===== config.mk =====
export PLATFORM = sky130hd
export DESIGN_NAME = imem_port_arbiter_flat
export DESIGN_NICKNAME = d
export VERILOG_FILES = /design/src/rtl/imem_port_arbiter_if.sv /design/src/rtl/imem_port_arbiter.sv /design/src/flat_wrapper.sv
export SDC_FILE = /design/constraint.sdc
export NUM_CORES = 1
export LEC_CHECK = 0
export BUFFER_PORTS_ARGS = -buffer_cell sky130_fd_sc_hd__buf_2
export CAP_MARGIN = 5
export CORE_MARGIN = 1
export CORE_UTILIZATION = 40
export CTS_CLUSTER_SIZE = 12
export DETAILED_ROUTE_END_ITERATION = 8
export PLACE_DENSITY = 0.78
export SLEW_MARGIN = 20
export SYNTH_ARGS = -nofsm -noshare
export SYNTH_HDL_FRONTEND = slang
export SYNTH_SLANG_ARGS = --single-unit

===== constraint.sdc =====
create_clock -name clk -period 1.7 [get_ports clk]
set_clock_uncertainty 0.05 [all_clocks]
set_input_delay 0.34 -clock clk [delete_from_list [all_inputs] [get_ports clk]]
set_output_delay 0.34 -clock clk [all_outputs]
set_load 0.1 [all_outputs]

===== src/rtl/imem_port_arbiter_if.sv =====
// imem_port_arbiter_if: fetch, debug and memory-side signals of the shared instruction-memory port
interface imem_port_arbiter_if #(parameter int ADDR_W = 32, parameter int DATA_W = 32);
  logic              if_req;
  logic [ADDR_W-1:0] if_addr;
  logic              if_gnt;
  logic              if_rvalid;
  logic [DATA_W-1:0] if_rdata;
  logic              stall;
  logic              dbg_req;
  logic              dbg_we;
  logic [ADDR_W-1:0] dbg_addr;
  logic [DATA_W-1:0] dbg_wdata;
  logic              dbg_gnt;
  logic              dbg_rvalid;
  logic [DATA_W-1:0] dbg_rdata;
  logic              mem_ce;
  logic              mem_we;
  logic [ADDR_W-1:0] mem_addr;
  logic [DATA_W-1:0] mem_wdata;
  logic [DATA_W-1:0] mem_rdata;
  modport master (
    input  if_req, if_addr, dbg_req, dbg_we, dbg_addr, dbg_wdata, mem_rdata,
    output if_gnt, if_rvalid, if_rdata, stall, dbg_gnt, dbg_rvalid, dbg_rdata,
           mem_ce, mem_we, mem_addr, mem_wdata
  );
  modport slave (
    output if_req, if_addr, dbg_req, dbg_we, dbg_addr, dbg_wdata, mem_rdata,
    input  if_gnt, if_rvalid, if_rdata, stall, dbg_gnt, dbg_rvalid, dbg_rdata,
           mem_ce, mem_we, mem_addr, mem_wdata
  );
endinterface


===== src/rtl/imem_port_arbiter.sv =====
// imem_port_arbiter: round-robin sharing of one fixed-latency instruction-memory port between fetch and debug
module imem_port_arbiter #(
  parameter int ADDR_W  = 32,
  parameter int DATA_W  = 32,
  parameter int MEM_LAT = 1
) (
  input logic clk,
  input logic rst,
  imem_port_arbiter_if.master bus
);
  typedef enum logic {IDLE, BUSY} state_t;
  state_t state, state_d;
  logic [2:0] cnt;
  logic last_dbg, owner_dbg;
  logic if_win, dbg_win, done;
  logic [ADDR_W-1:0] win_addr;
  logic [DATA_W-1:0] win_wdata;
  if (MEM_LAT < 1 || MEM_LAT > 7) begin : g_bad_lat
    $error("imem_port_arbiter: MEM_LAT must be within 1..7");
  end
  // winner selection in IDLE: a lone requester wins, contention goes to whoever did not own the port last
  always_comb begin
    if_win    = state == IDLE && bus.if_req && (!bus.dbg_req || last_dbg);
    dbg_win   = state == IDLE && bus.dbg_req && !if_win;
    done      = state == BUSY && cnt == 3'd1;
    state_d   = (if_win || dbg_win) ? BUSY : done ? IDLE : state;
    win_addr  = dbg_win ? bus.dbg_addr : bus.if_addr;
    win_wdata = dbg_win ? bus.dbg_wdata : '0;
  end
  assign bus.if_gnt  = if_win & rst;
  assign bus.dbg_gnt = dbg_win & rst;
  assign bus.stall   = bus.if_req & ~bus.if_rvalid;
  // state register
  always_ff @(posedge clk or negedge rst) begin
    if (!rst) state <= IDLE;
    else state <= state_d;
  end
  // latch the granted access, count down the memory latency and return data to the owner
  always_ff @(posedge clk or negedge rst) begin
    if (!rst) begin
      cnt            <= '0;
      last_dbg       <= 1'b1;
      owner_dbg      <= 1'b0;
      bus.mem_ce     <= 1'b0;
      bus.mem_we     <= 1'b0;
      bus.mem_addr   <= '0;
      bus.mem_wdata  <= '0;
      bus.if_rvalid  <= 1'b0;
      bus.if_rdata   <= '0;
      bus.dbg_rvalid <= 1'b0;
      bus.dbg_rdata  <= '0;
    end else begin
      bus.if_rvalid  <= done && !owner_dbg;
      bus.dbg_rvalid <= done && owner_dbg;
      if (if_win || dbg_win) begin
        bus.mem_ce    <= 1'b1;
        bus.mem_we    <= dbg_win && bus.dbg_we;
        bus.mem_addr  <= win_addr;
        bus.mem_wdata <= win_wdata;
        cnt           <= 3'(MEM_LAT);
        owner_dbg     <= dbg_win;
        last_dbg      <= dbg_win;
      end else if (state == BUSY) begin
        cnt        <= cnt - 3'd1;
        bus.mem_ce <= !done;
        bus.mem_we <= done ? 1'b0 : bus.mem_we;
      end
      if (done && !owner_dbg) bus.if_rdata <= bus.mem_rdata;
      if (done && owner_dbg && !bus.mem_we) bus.dbg_rdata <= bus.mem_rdata;
    end
  end
endmodule

===== src/flat_wrapper.sv =====
// flat-port wrapper written by rule: the top's interface ports become plain ports
module imem_port_arbiter_flat 
#(
  parameter int ADDR_W  = 32,
  parameter int DATA_W  = 32,
  parameter int MEM_LAT = 1
)
  (clk, rst, bus_if_req, bus_if_addr, bus_dbg_req, bus_dbg_we, bus_dbg_addr, bus_dbg_wdata, bus_mem_rdata, bus_if_gnt, bus_if_rvalid, bus_if_rdata, bus_stall, bus_dbg_gnt, bus_dbg_rvalid, bus_dbg_rdata, bus_mem_ce, bus_mem_we, bus_mem_addr, bus_mem_wdata);
  imem_port_arbiter_if #(.ADDR_W(ADDR_W), .DATA_W(DATA_W)) bus_i ();
  input logic clk;
  input logic rst;
  input wire logic [$bits(bus_i.if_req)-1:0] bus_if_req;
  input wire logic [$bits(bus_i.if_addr)-1:0] bus_if_addr;
  input wire logic [$bits(bus_i.dbg_req)-1:0] bus_dbg_req;
  input wire logic [$bits(bus_i.dbg_we)-1:0] bus_dbg_we;
  input wire logic [$bits(bus_i.dbg_addr)-1:0] bus_dbg_addr;
  input wire logic [$bits(bus_i.dbg_wdata)-1:0] bus_dbg_wdata;
  input wire logic [$bits(bus_i.mem_rdata)-1:0] bus_mem_rdata;
  output wire logic [$bits(bus_i.if_gnt)-1:0] bus_if_gnt;
  output wire logic [$bits(bus_i.if_rvalid)-1:0] bus_if_rvalid;
  output wire logic [$bits(bus_i.if_rdata)-1:0] bus_if_rdata;
  output wire logic [$bits(bus_i.stall)-1:0] bus_stall;
  output wire logic [$bits(bus_i.dbg_gnt)-1:0] bus_dbg_gnt;
  output wire logic [$bits(bus_i.dbg_rvalid)-1:0] bus_dbg_rvalid;
  output wire logic [$bits(bus_i.dbg_rdata)-1:0] bus_dbg_rdata;
  output wire logic [$bits(bus_i.mem_ce)-1:0] bus_mem_ce;
  output wire logic [$bits(bus_i.mem_we)-1:0] bus_mem_we;
  output wire logic [$bits(bus_i.mem_addr)-1:0] bus_mem_addr;
  output wire logic [$bits(bus_i.mem_wdata)-1:0] bus_mem_wdata;
  assign bus_i.if_req = bus_if_req;
  assign bus_i.if_addr = bus_if_addr;
  assign bus_i.dbg_req = bus_dbg_req;
  assign bus_i.dbg_we = bus_dbg_we;
  assign bus_i.dbg_addr = bus_dbg_addr;
  assign bus_i.dbg_wdata = bus_dbg_wdata;
  assign bus_i.mem_rdata = bus_mem_rdata;
  assign bus_if_gnt = bus_i.if_gnt;
  assign bus_if_rvalid = bus_i.if_rvalid;
  assign bus_if_rdata = bus_i.if_rdata;
  assign bus_stall = bus_i.stall;
  assign bus_dbg_gnt = bus_i.dbg_gnt;
  assign bus_dbg_rvalid = bus_i.dbg_rvalid;
  assign bus_dbg_rdata = bus_i.dbg_rdata;
  assign bus_mem_ce = bus_i.mem_ce;
  assign bus_mem_we = bus_i.mem_we;
  assign bus_mem_addr = bus_i.mem_addr;
  assign bus_mem_wdata = bus_i.mem_wdata;
  imem_port_arbiter #(.ADDR_W(ADDR_W), .DATA_W(DATA_W), .MEM_LAT(MEM_LAT)) u_core (.clk(clk), .rst(rst), .bus(bus_i));
endmodule

==> impl_metrics.json, run 1 <==
{
  "synth_cell_types": 35,
  "tritoncts": "built",
  "critPathRequiredTime_ns": 1.31,
  "dp_hpwl_mm": 10.8,
  "final_common_cell": "buf_2",
  "globalRouteMet2Util": 0.380,
  "top_usage_layer": "met2",
  "final_period_minus_worst_setup_slack_ns": 1.92,
  "rows": 43,
  "seq_area_sq_mm": 0.00346,
  "worstPathArrival_ns": 1.53,
  "drt_iter0_drc": 297,
  "grt_pass1_vias": 4872,
  "max_slew_margin": 0.642,
  "flow.area_growth_from_synthesis_pct": 47.8,
  "syn-instance-count": 438,
  "status": "complete, but fails checks",
  "clkSinkCount": 138,
  "detail_route.first_pass.iterations": 4,
  "layout_common_cells": "263 x buf_2, 135 x dfrtp_1, 55 x mux2_4",
  "hold_violations_final": 0,
  "synth-warning-count": 0,
  "tightest_slew_ns": 0.537,
  "violated_checks": "setup timing",
  "routed_via_count": 4902,
  "clk-insertion-delay-late_ns": 0.41,
  "setup.worst_path.end_class": "primary output",
  "timing.critical_path.fanout_max": 2,
  "postRouteAntennaNets": 0,
  "global_route_wire_length_before_repair_mm": 25.6,
  "boundaryPins": 268,
  "critPathKind": "reg2out",
  "fin_ws_ns": -0.224,
  "ctsHtreeMaxLevel": 4,
  "fin_nets": 855,
  "slew_violations": 0,
  "synth.yosys.seq_area_share": 0.606,
  "wl_mm": 17.2,
  "initial_antenna_violation_count": 1,
  "grt_start_max_net_pins": 98,
  "final_layout_size_suffix_gt1_frac": 0.564,
  "clock-root-buffer": "clkbuf_16",
  "initial_utilization": 0.411,
  "flop_and_latch_count_out_of_synthesis": 138,
  "max-cap-violations": 0,
  "grt.met1_usage": 0.279,
  "met3_layer_usage_reported_by_global_route": 0.0550,
  "synth_top_cells_by_area": "dfrtp_1 60%, mux2_2 12%, a22o_1 4.9%, o2111ai_1 4.9%, a31oi_1 3.5%",
  "port_buffers": 267,
  "fmax_ghz": 0.520,
  "synth.avg_cell_area_sq_um": 13.0,
  "track_usage": 0.230,
  "cts_inserted_buffers": 17,
  "gp_congestion": 0.738,
  "number_of_buffers_on_the_longest_clock_path": 2,
  "synth.cell_area_sq_mm": 0.00570,
  "post-synth-top-area-fraction": 0.601,
  "layout.core_utilization": 0.607,
  "post-synth-top-area-cell": "dfrtp_1",
  "fp.dieArea_sq_mm": 0.0147,
  "grt_setup_unrepaired": "yes",
  "design_area_sq_mm": 0.00843,
  "fp.coreArea_sq_mm": 0.0139,
  "detailed_place.area_sq_mm": 0.00738,
  "wire_per_inst_um": 18.8,
  "setup_violations": 2,
  "syn_nets": 573,
  "remaining_drc_errors": 0,
  "dieHeight_um": 121,
  "grt-ovfl-total": 0,
  "nFillCells": 1090,
  "clk_pin_slew_worst_paths_ns": 0.05,
  "multiInputGateArea_sq_mm": 0.00222,
  "die_width_um": 121,
  "timing.hold.worst.class": "in2reg",
  "vias_per_cell": 5.37,
  "min_period_over_period": 1.13,
  "setup.worst_path.start_class": "flip-flop"
}
==> sequential cells by signal, indices dropped and copies added (netlist names) <==
| register | flops |
|---|---|
| u_core.bus.mem_we | 1 |
| u_core.bus.mem_addr | 32 |
| u_core.bus.if_rvalid | 1 |
| u_core.bus.mem_wdata | 32 |
| u_core.state | 1 |
| u_core.owner_dbg | 1 |
| u_core.cnt | 3 |
| u_core.bus.mem_ce | 1 |
| u_core.last_dbg | 1 |
| u_core.bus.dbg_rdata | 32 |
| u_core.bus.dbg_rvalid | 1 |
| u_core.bus.if_rdata | 32 |
==> per-layer routing <==
layer / up-vias / wire, um
met2: 220 / 8600
met5: - / 0
met4: 0 / 531
met3: 42 / 1060
li1: 2215 / -
met1: 2425 / 7000
==> kinds of logic (layout without fill, tap and decap cells) <==
logic type | after synthesis | after routing | synth area share
buffers and inverters | 48 | 342 | 0.0478
adder cells (fa/ha/maj) | 2 | 2 | 0.00439
AND/OR/NAND/NOR | 48 | 48 | 0.0404
other | 0 | 1 | 0
XOR/XNOR | 1 | 1 | 0.00154
multiplexers | 64 | 64 | 0.126
AO/OA/AOI/OAI | 137 | 137 | 0.173
flip-flops | 138 | 138 | 0.606
==> worst paths after layout <==
kind | endpoint | from | slack [ns] | depth (start not counted)
setup / recovery | bus_if_gnt | u_core.last_dbg | -0.22 | 3
hold / removal | u_core.bus.mem_we | bus_dbg_we | 0.1 | 2
max in group asynchronous | u_core.bus.if_rvalid | rst | 0.57 | 3
hold reg to reg | u_core.bus.mem_wdata[20] | u_core.bus.mem_wdata[20] | 0.44 | 1
min in group asynchronous | u_core.bus.if_rdata[11] | rst | 0.56 | 3
setup reg to reg | u_core.bus.if_rdata[12] | u_core.cnt[1] | 0 | 8
==> layout make-up <==
cell class | instances | area share
Clock inverter | 11 | 0.0143
Clock buffer | 20 | 0.0554
Multi-Input combinational cell | 252 | 0.263
Timing Repair Buffer | 305 | 0.226
Inverter | 6 | 0.00327
Tap cell | 180 | 0.0267
Sequential cell | 138 | 0.410
Antenna cell | 1 | 0.000297
==> per-stage QoR <==
step                      hold WS (ns)  TNS (ns)  setup WS [ns]  std cells
after global placement           0.401         0         0.0192        867
final                           0.0975    -0.428         -0.224        913
after detailed placement         0.411    -0.555        -0.0260        867
after floorplan               -0.00559    -0.389         -0.325        438
after CTS                       0.0836     -1.37         -0.242        908
after global routing            0.0962    -0.800         -0.272        912
==> cell usage after synthesis <==
| library cell | number |
|---|---|
| a211oi_1 | 1 |
| a21oi_1 | 1 |
| a22o_1 | 32 |
| a31oi_1 | 32 |
| a32o_1 | 1 |
| and2_1 | 2 |
| buf_2 | 13 |
| buf_4 | 1 |
| buf_6 | 9 |
| clkbuf_1 | 15 |
| clkbuf_2 | 4 |
| clkinv_1 | 2 |
| dfrtp_1 | 137 |
| dfstp_2 | 1 |
| ha_1 | 2 |
| inv_1 | 4 |
| mux2_1 | 1 |
| mux2_2 | 63 |
| nand2_1 | 4 |
| nand2b_1 | 1 |
| nand3b_4 | 1 |
| nor2_1 | 35 |
| nor2_2 | 1 |
| nor2_4 | 1 |
| nor3_1 | 1 |
| nor3_4 | 1 |
| o2111ai_1 | 32 |
| o21a_1 | 1 |
| o21ai_0 | 30 |
| o21ai_1 | 2 |
| o21ba_2 | 1 |
| o22ai_1 | 3 |
| o31a_1 | 1 |
| or2_2 | 1 |
| xor2_1 | 1 |
==> timing repair <==
action	in CTS	in global routing
hold buffers	1	0
endpoints found under the setup margin	34	66
gates resized for setup	28	42
cloned	3	4
buffers inserted	6	2
hold endpoints to repair	103	0
pin swaps	4	2
==> worst max-delay path: stages (launching register included) <==
cell      delay, ns
dfstp_2        0.55
clkinv_4       0.06
a211oi_4       0.30
buf_12         0.22
Power of run 1 is left out: the tool's default activity adds up to more than one toggle a clock period on the data nets, which glitch-free logic cannot reach.
==> run 2, diff against run 1 <==
--- a/config.mk
+++ b/config.mk
@@ -6,5 +6,5 @@
 export NUM_CORES = 1
 export LEC_CHECK = 0
-export BUFFER_PORTS_ARGS = -buffer_cell sky130_fd_sc_hd__buf_2
+export BUFFER_PORTS_ARGS = -buffer_cell sky130_fd_sc_hd__buf_4
 export CAP_MARGIN = 5
 export CORE_MARGIN = 1
==> constraint.sdc (replaced) <==
create_clock -name clk -period 1.7 [get_ports clk]
set_clock_uncertainty 0.05 [all_clocks]
set_input_delay 0.17 -clock clk [delete_from_list [all_inputs] [get_ports clk]]
set_output_delay 0.17 -clock clk [all_outputs]
set_load 0.1 [all_outputs]
==> impl_metrics.json, run 2 (synthesis gave the netlist of run 1 again) <==
{
  "drt_iter0_drc": 311,
  "routed_via_count": 5306,
  "highest_layer": "met4",
  "grt-ovfl-total": 0,
  "fp.dieArea_sq_mm": 0.0147,
  "vias_per_cell": 5.32,
  "post_route_met1_wirelength_mm": 7.32,
  "timing.hold.ws_ns": 0.0146,
  "critPathBufInv": 3,
  "dp_hpwl_mm": 10.5,
  "grt_pass1_vias": 5432,
  "rows": 43,
  "detailed_place.area_sq_mm": 0.00793,
  "clock-root-buffer": "clkbuf_16",
  "final_period_minus_worst_setup_slack_ns": 1.80,
  "tightest_slew_ns": 0.709,
  "clkSinkCount": 138,
  "max_slew_margin": 0.527,
  "wire_per_inst_um": 19.6,
  "fin_nets": 940,
  "dr_wl_met2_mm": 10.5,
  "nFillCells": 929,
  "wl_mm": 19.6,
  "grt_start_max_net_pins": 97,
  "gp_congestion": 0.768,
  "die_width_um": 121,
  "insertedDiodeCount": 0,
  "layout_common_cells": "278 x buf_4, 136 x dfrtp_1, 91 x dlygate4sd3_1",
  "tns_ns": -2.03,
  "min_period_over_period": 1.06,
  "fp.coreArea_sq_mm": 0.0139,
  "detailedPlace.worstSlack_ns": -0.211,
  "clk_pin_slew_worst_paths_ns": 0.06,
  "critPathSlowestCell": "dfrtp_1",
  "tritoncts": "built",
  "port_buffers": 267,
  "timing.critical_path.fanout_max": 17,
  "initial_utilization": 0.411,
  "boundaryPins": 268,
  "track_usage": 0.244,
  "critPathKind": "reg2reg",
  "violated_checks": "setup timing",
  "postRouteAntennaNets": 0,
  "detail_route.first_pass.iterations": 5,
  "initial_antenna_violation_count": 0,
  "critPathMaxStageDelay_ns": 0.38,
  "fmax_ghz": 0.554,
  "max-cap-violations": 0,
  "critical_path.cell_chain": "inv_2 > ha_4 > nand3b_4 > buf_6 > nor2_4 > buf_12 > mux2_2",
  "status": "complete, but fails checks",
  "slew_violations": 0,
  "final_common_cell": "buf_4",
  "r2r_setup_slack_ns": -0.10,
  "timing.hold.worst.class": "in2reg",
  "dieHeight_um": 121,
  "worstPathArrival_ns": 2.04,
  "clk-insertion-delay-late_ns": 0.40,
  "flow.area_growth_from_synthesis_pct": 75.3,
  "critPathRequiredTime_ns": 1.94,
  "setup.worst_path.start_class": "flip-flop",
  "setup_violations": 59,
  "ctsHtreeMaxLevel": 4,
  "setup.worst_path.end_class": "flip-flop",
  "number_of_buffers_on_the_longest_clock_path": 2,
  "cts_inserted_buffers": 17,
  "worst_path_dominant_cell_family": "buffers and inverters",
  "grt_setup_unrepaired": "yes",
  "design_area_sq_mm": 0.00999,
  "remaining_drc_errors": 0,
  "dr_wl_met3_mm": 1.12,
  "hold_violations_final": 0,
  "global_route_wire_length_before_repair_mm": 27.5,
  "final_layout_size_suffix_gt1_frac": 0.500,
  "fin_ws_ns": -0.104
}
-- run 2: cell types whose count changed in the layout (fill, tap and decap cells not counted), moves of 2 or more --
cell and change:
clkinv_2 -2, buf_8 +2, buf_12 -2, clkbuf_1 +2, buf_2 -263, mux2_4 +2, buf_4 +260, buf_6 -2
bufinv_16 +3, dlygate4sd3_1 +90
-- run 2: metrics by stage --
stage	util	std cells
global placement	0.571	860
floorplan	-	438
detailed placement	0.571	860
CTS	0.702	993
global route	0.720	998
finish	0.720	998
-- run 2: worst paths after layout --
check                                   startpoint                 endpoint  depth (start not counted)
max in group asynchronous                      rst        u_core.bus.mem_we                          3
min                                bus_if_addr[13]  u_core.bus.mem_addr[13]                          3
min in group asynchronous                      rst  u_core.bus.mem_addr[11]                          3
max reg2reg                          u_core.cnt[1]  u_core.bus.if_rdata[20]                          7
min reg2reg                u_core.bus.mem_wdata[1]  u_core.bus.mem_wdata[1]                          1
max                                  u_core.cnt[1]  u_core.bus.if_rdata[20]                          7
-- run 2: timing repair --
action                     CTS  global route
pin swaps                    2             1
hold buffers                91             0
cloned                       3             3
setup endpoints to repair   34            67
hold endpoints to repair   258             0
gates resized for setup     31            43
buffers inserted             7             2
-- run 2: worst min-delay path: cells and delay by family --
kind,cells,cell delay [ns]
AOI/OAI and AO/OA,2,0.15
buffers and inverters,1,0.11
-- run 2: area by class of cell --
class	count	area, sq um	area share
clock buffer	21	460	0.0461
clock inverter	11	193	0.0193
inverter	6	35.0	0.00351
multi-input combinational	253	2240	0.224
sequential	138	3460	0.346
tap	180	225	0.0225
timing repair buffer	389	3390	0.339
-- run 2: metal layers --
layer	track usage	vias to the layer above
met5	0	-
met4	0.131	0
met3	0.0564	53
met2	0.434	265
met1	0.269	2612
li1	-	2376
Power of run 2 is left out for the same reason.
==> run 3, diff against run 2 <==
- CORE_UTILIZATION: 40 -> 42
- PLACE_DENSITY: 0.78 -> 0.85
==> impl_metrics.json, run 3 (synthesis gave the netlist of run 1 again) <==
{
  "status": "complete, but fails checks",
  "violated_checks": "setup timing",
  "max_slew_margin": 0.658,
  "dieHeight_um": 119,
  "port_buffers": 267,
  "fmax_ghz": 0.561,
  "tightest_slew_ns": 0.512,
  "layout.core_utilization": 0.758,
  "fp.dieArea_sq_mm": 0.0140,
  "grt_start_max_net_pins": 100,
  "die_width_um": 119,
  "grt-ovfl-total": 0,
  "min_period_over_period": 1.05,
  "cts_inserted_buffers": 17,
  "routed_via_count": 5479,
  "initial_utilization": 0.430,
  "grt_setup_unrepaired": "yes",
  "boundaryPins": 268,
  "global_route_wire_length_before_repair_mm": 29.9,
  "wire_per_inst_um": 20.8,
  "clk_pin_slew_worst_paths_ns": 0.06,
  "slew_violations": 0,
  "setup_violations": 48,
  "hold_violations_final": 0,
  "dp_hpwl_mm": 11.0,
  "ctsHtreeMaxLevel": 4,
  "layout_common_cells": "277 x buf_4, 135 x dfrtp_1, 93 x dlygate4sd3_1",
  "place.detailed.instances": 855,
  "critPathRequiredTime_ns": 1.48,
  "grt_pass1_vias": 5803,
  "final_period_minus_worst_setup_slack_ns": 1.78,
  "clkSinkCount": 138,
  "setup.worst_path.start_class": "flip-flop",
  "drt_iter0_drc": 321,
  "detail_route.first_pass.iterations": 6,
  "clk-insertion-delay-late_ns": 0.41,
  "timing.hold.worst.class": "in2reg",
  "number_of_buffers_on_the_longest_clock_path": 2,
  "track_usage": 0.278,
  "remaining_drc_errors": 0,
  "initial_antenna_violation_count": 2,
  "wl_mm": 20.8,
  "clock-root-buffer": "clkbuf_16",
  "setup.worst_path.end_class": "primary output",
  "timing.hold.ws_ns": 0.0225,
  "fp.coreArea_sq_mm": 0.0132,
  "vias_per_cell": 5.50,
  "final_layout_size_suffix_gt1_frac": 0.502,
  "critPathKind": "reg2out",
  "postRouteAntennaNets": 0,
  "timing.critical_path.fanout_max": 2,
  "max-cap-violations": 0,
  "fin_nets": 941,
  "worstPathArrival_ns": 1.56,
  "tritoncts": "built",
  "gp_congestion": 0.833,
  "flow.area_growth_from_synthesis_pct": 76.2,
  "fin_ws_ns": -0.0827,
  "final_common_cell": "buf_4",
  "rows": 42,
  "layout.cells.non_filler": 997
}
[run 3: timing repair]
action | in CTS | in global routing
pin swaps | 2 | 2
buffers inserted | 6 | 3
hold buffers | 93 | 0
hold endpoints to repair | 260 | 0
setup endpoints to repair | 20 | 83
gates cloned | 3 | 4
resized for setup | 33 | 50
[run 3: per-stage QoR]
step	setup WS, ns	area (sq um)	setup TNS [ns]
floorplan	-0.163	5740	-0.163
global placement	-0.198	7920	-0.198
detailed placement	-0.259	7920	-0.282
CTS	-0.131	9760	-1.38
global route	-0.143	10000	-5.73
finish	-0.0827	10000	-1.59
[run 3: area by class of cell]
type,count,area (sq um)
multi-input combinational,253,2250
timing repair buffer,390,3380
clock buffer,17,425
antenna,2,5.00
tap,176,220
sequential,138,3460
clock inverter,15,269
fill,824,3200
inverter,6,35.0
[run 3: layer usage]
metal	wire length (um)	GRT usage
met1	7630	0.300
met3	1190	0.0656
met4	1130	0.177
met5	0	0
met2	10800	0.488
[run 3: critical path: stages, from the launching register on]
cell,delay [ns]
dfstp_2,0.53
buf_6,0.11
clkinv_8,0.04
a211oi_4,0.25
buf_12,0.21
[run 3: final timing paths]
check	start	end	slack [ns]	cells after the start
hold / removal	bus_dbg_addr[19]	u_core.bus.mem_addr[19]	0.02	3
min in group asynchronous	rst	u_core.bus.mem_addr[17]	0.36	3
setup / recovery	u_core.last_dbg	bus_if_gnt	-0.08	4
setup reg to reg	u_core.cnt[1]	u_core.bus.if_rdata[22]	-0.06	7
max in group asynchronous	rst	u_core.bus.dbg_rdata[16]	0.86	3
hold reg to reg	u_core.bus.mem_wdata[17]	u_core.bus.mem_wdata[17]	0.45	1
Power of run 3 is left out for the same reason.
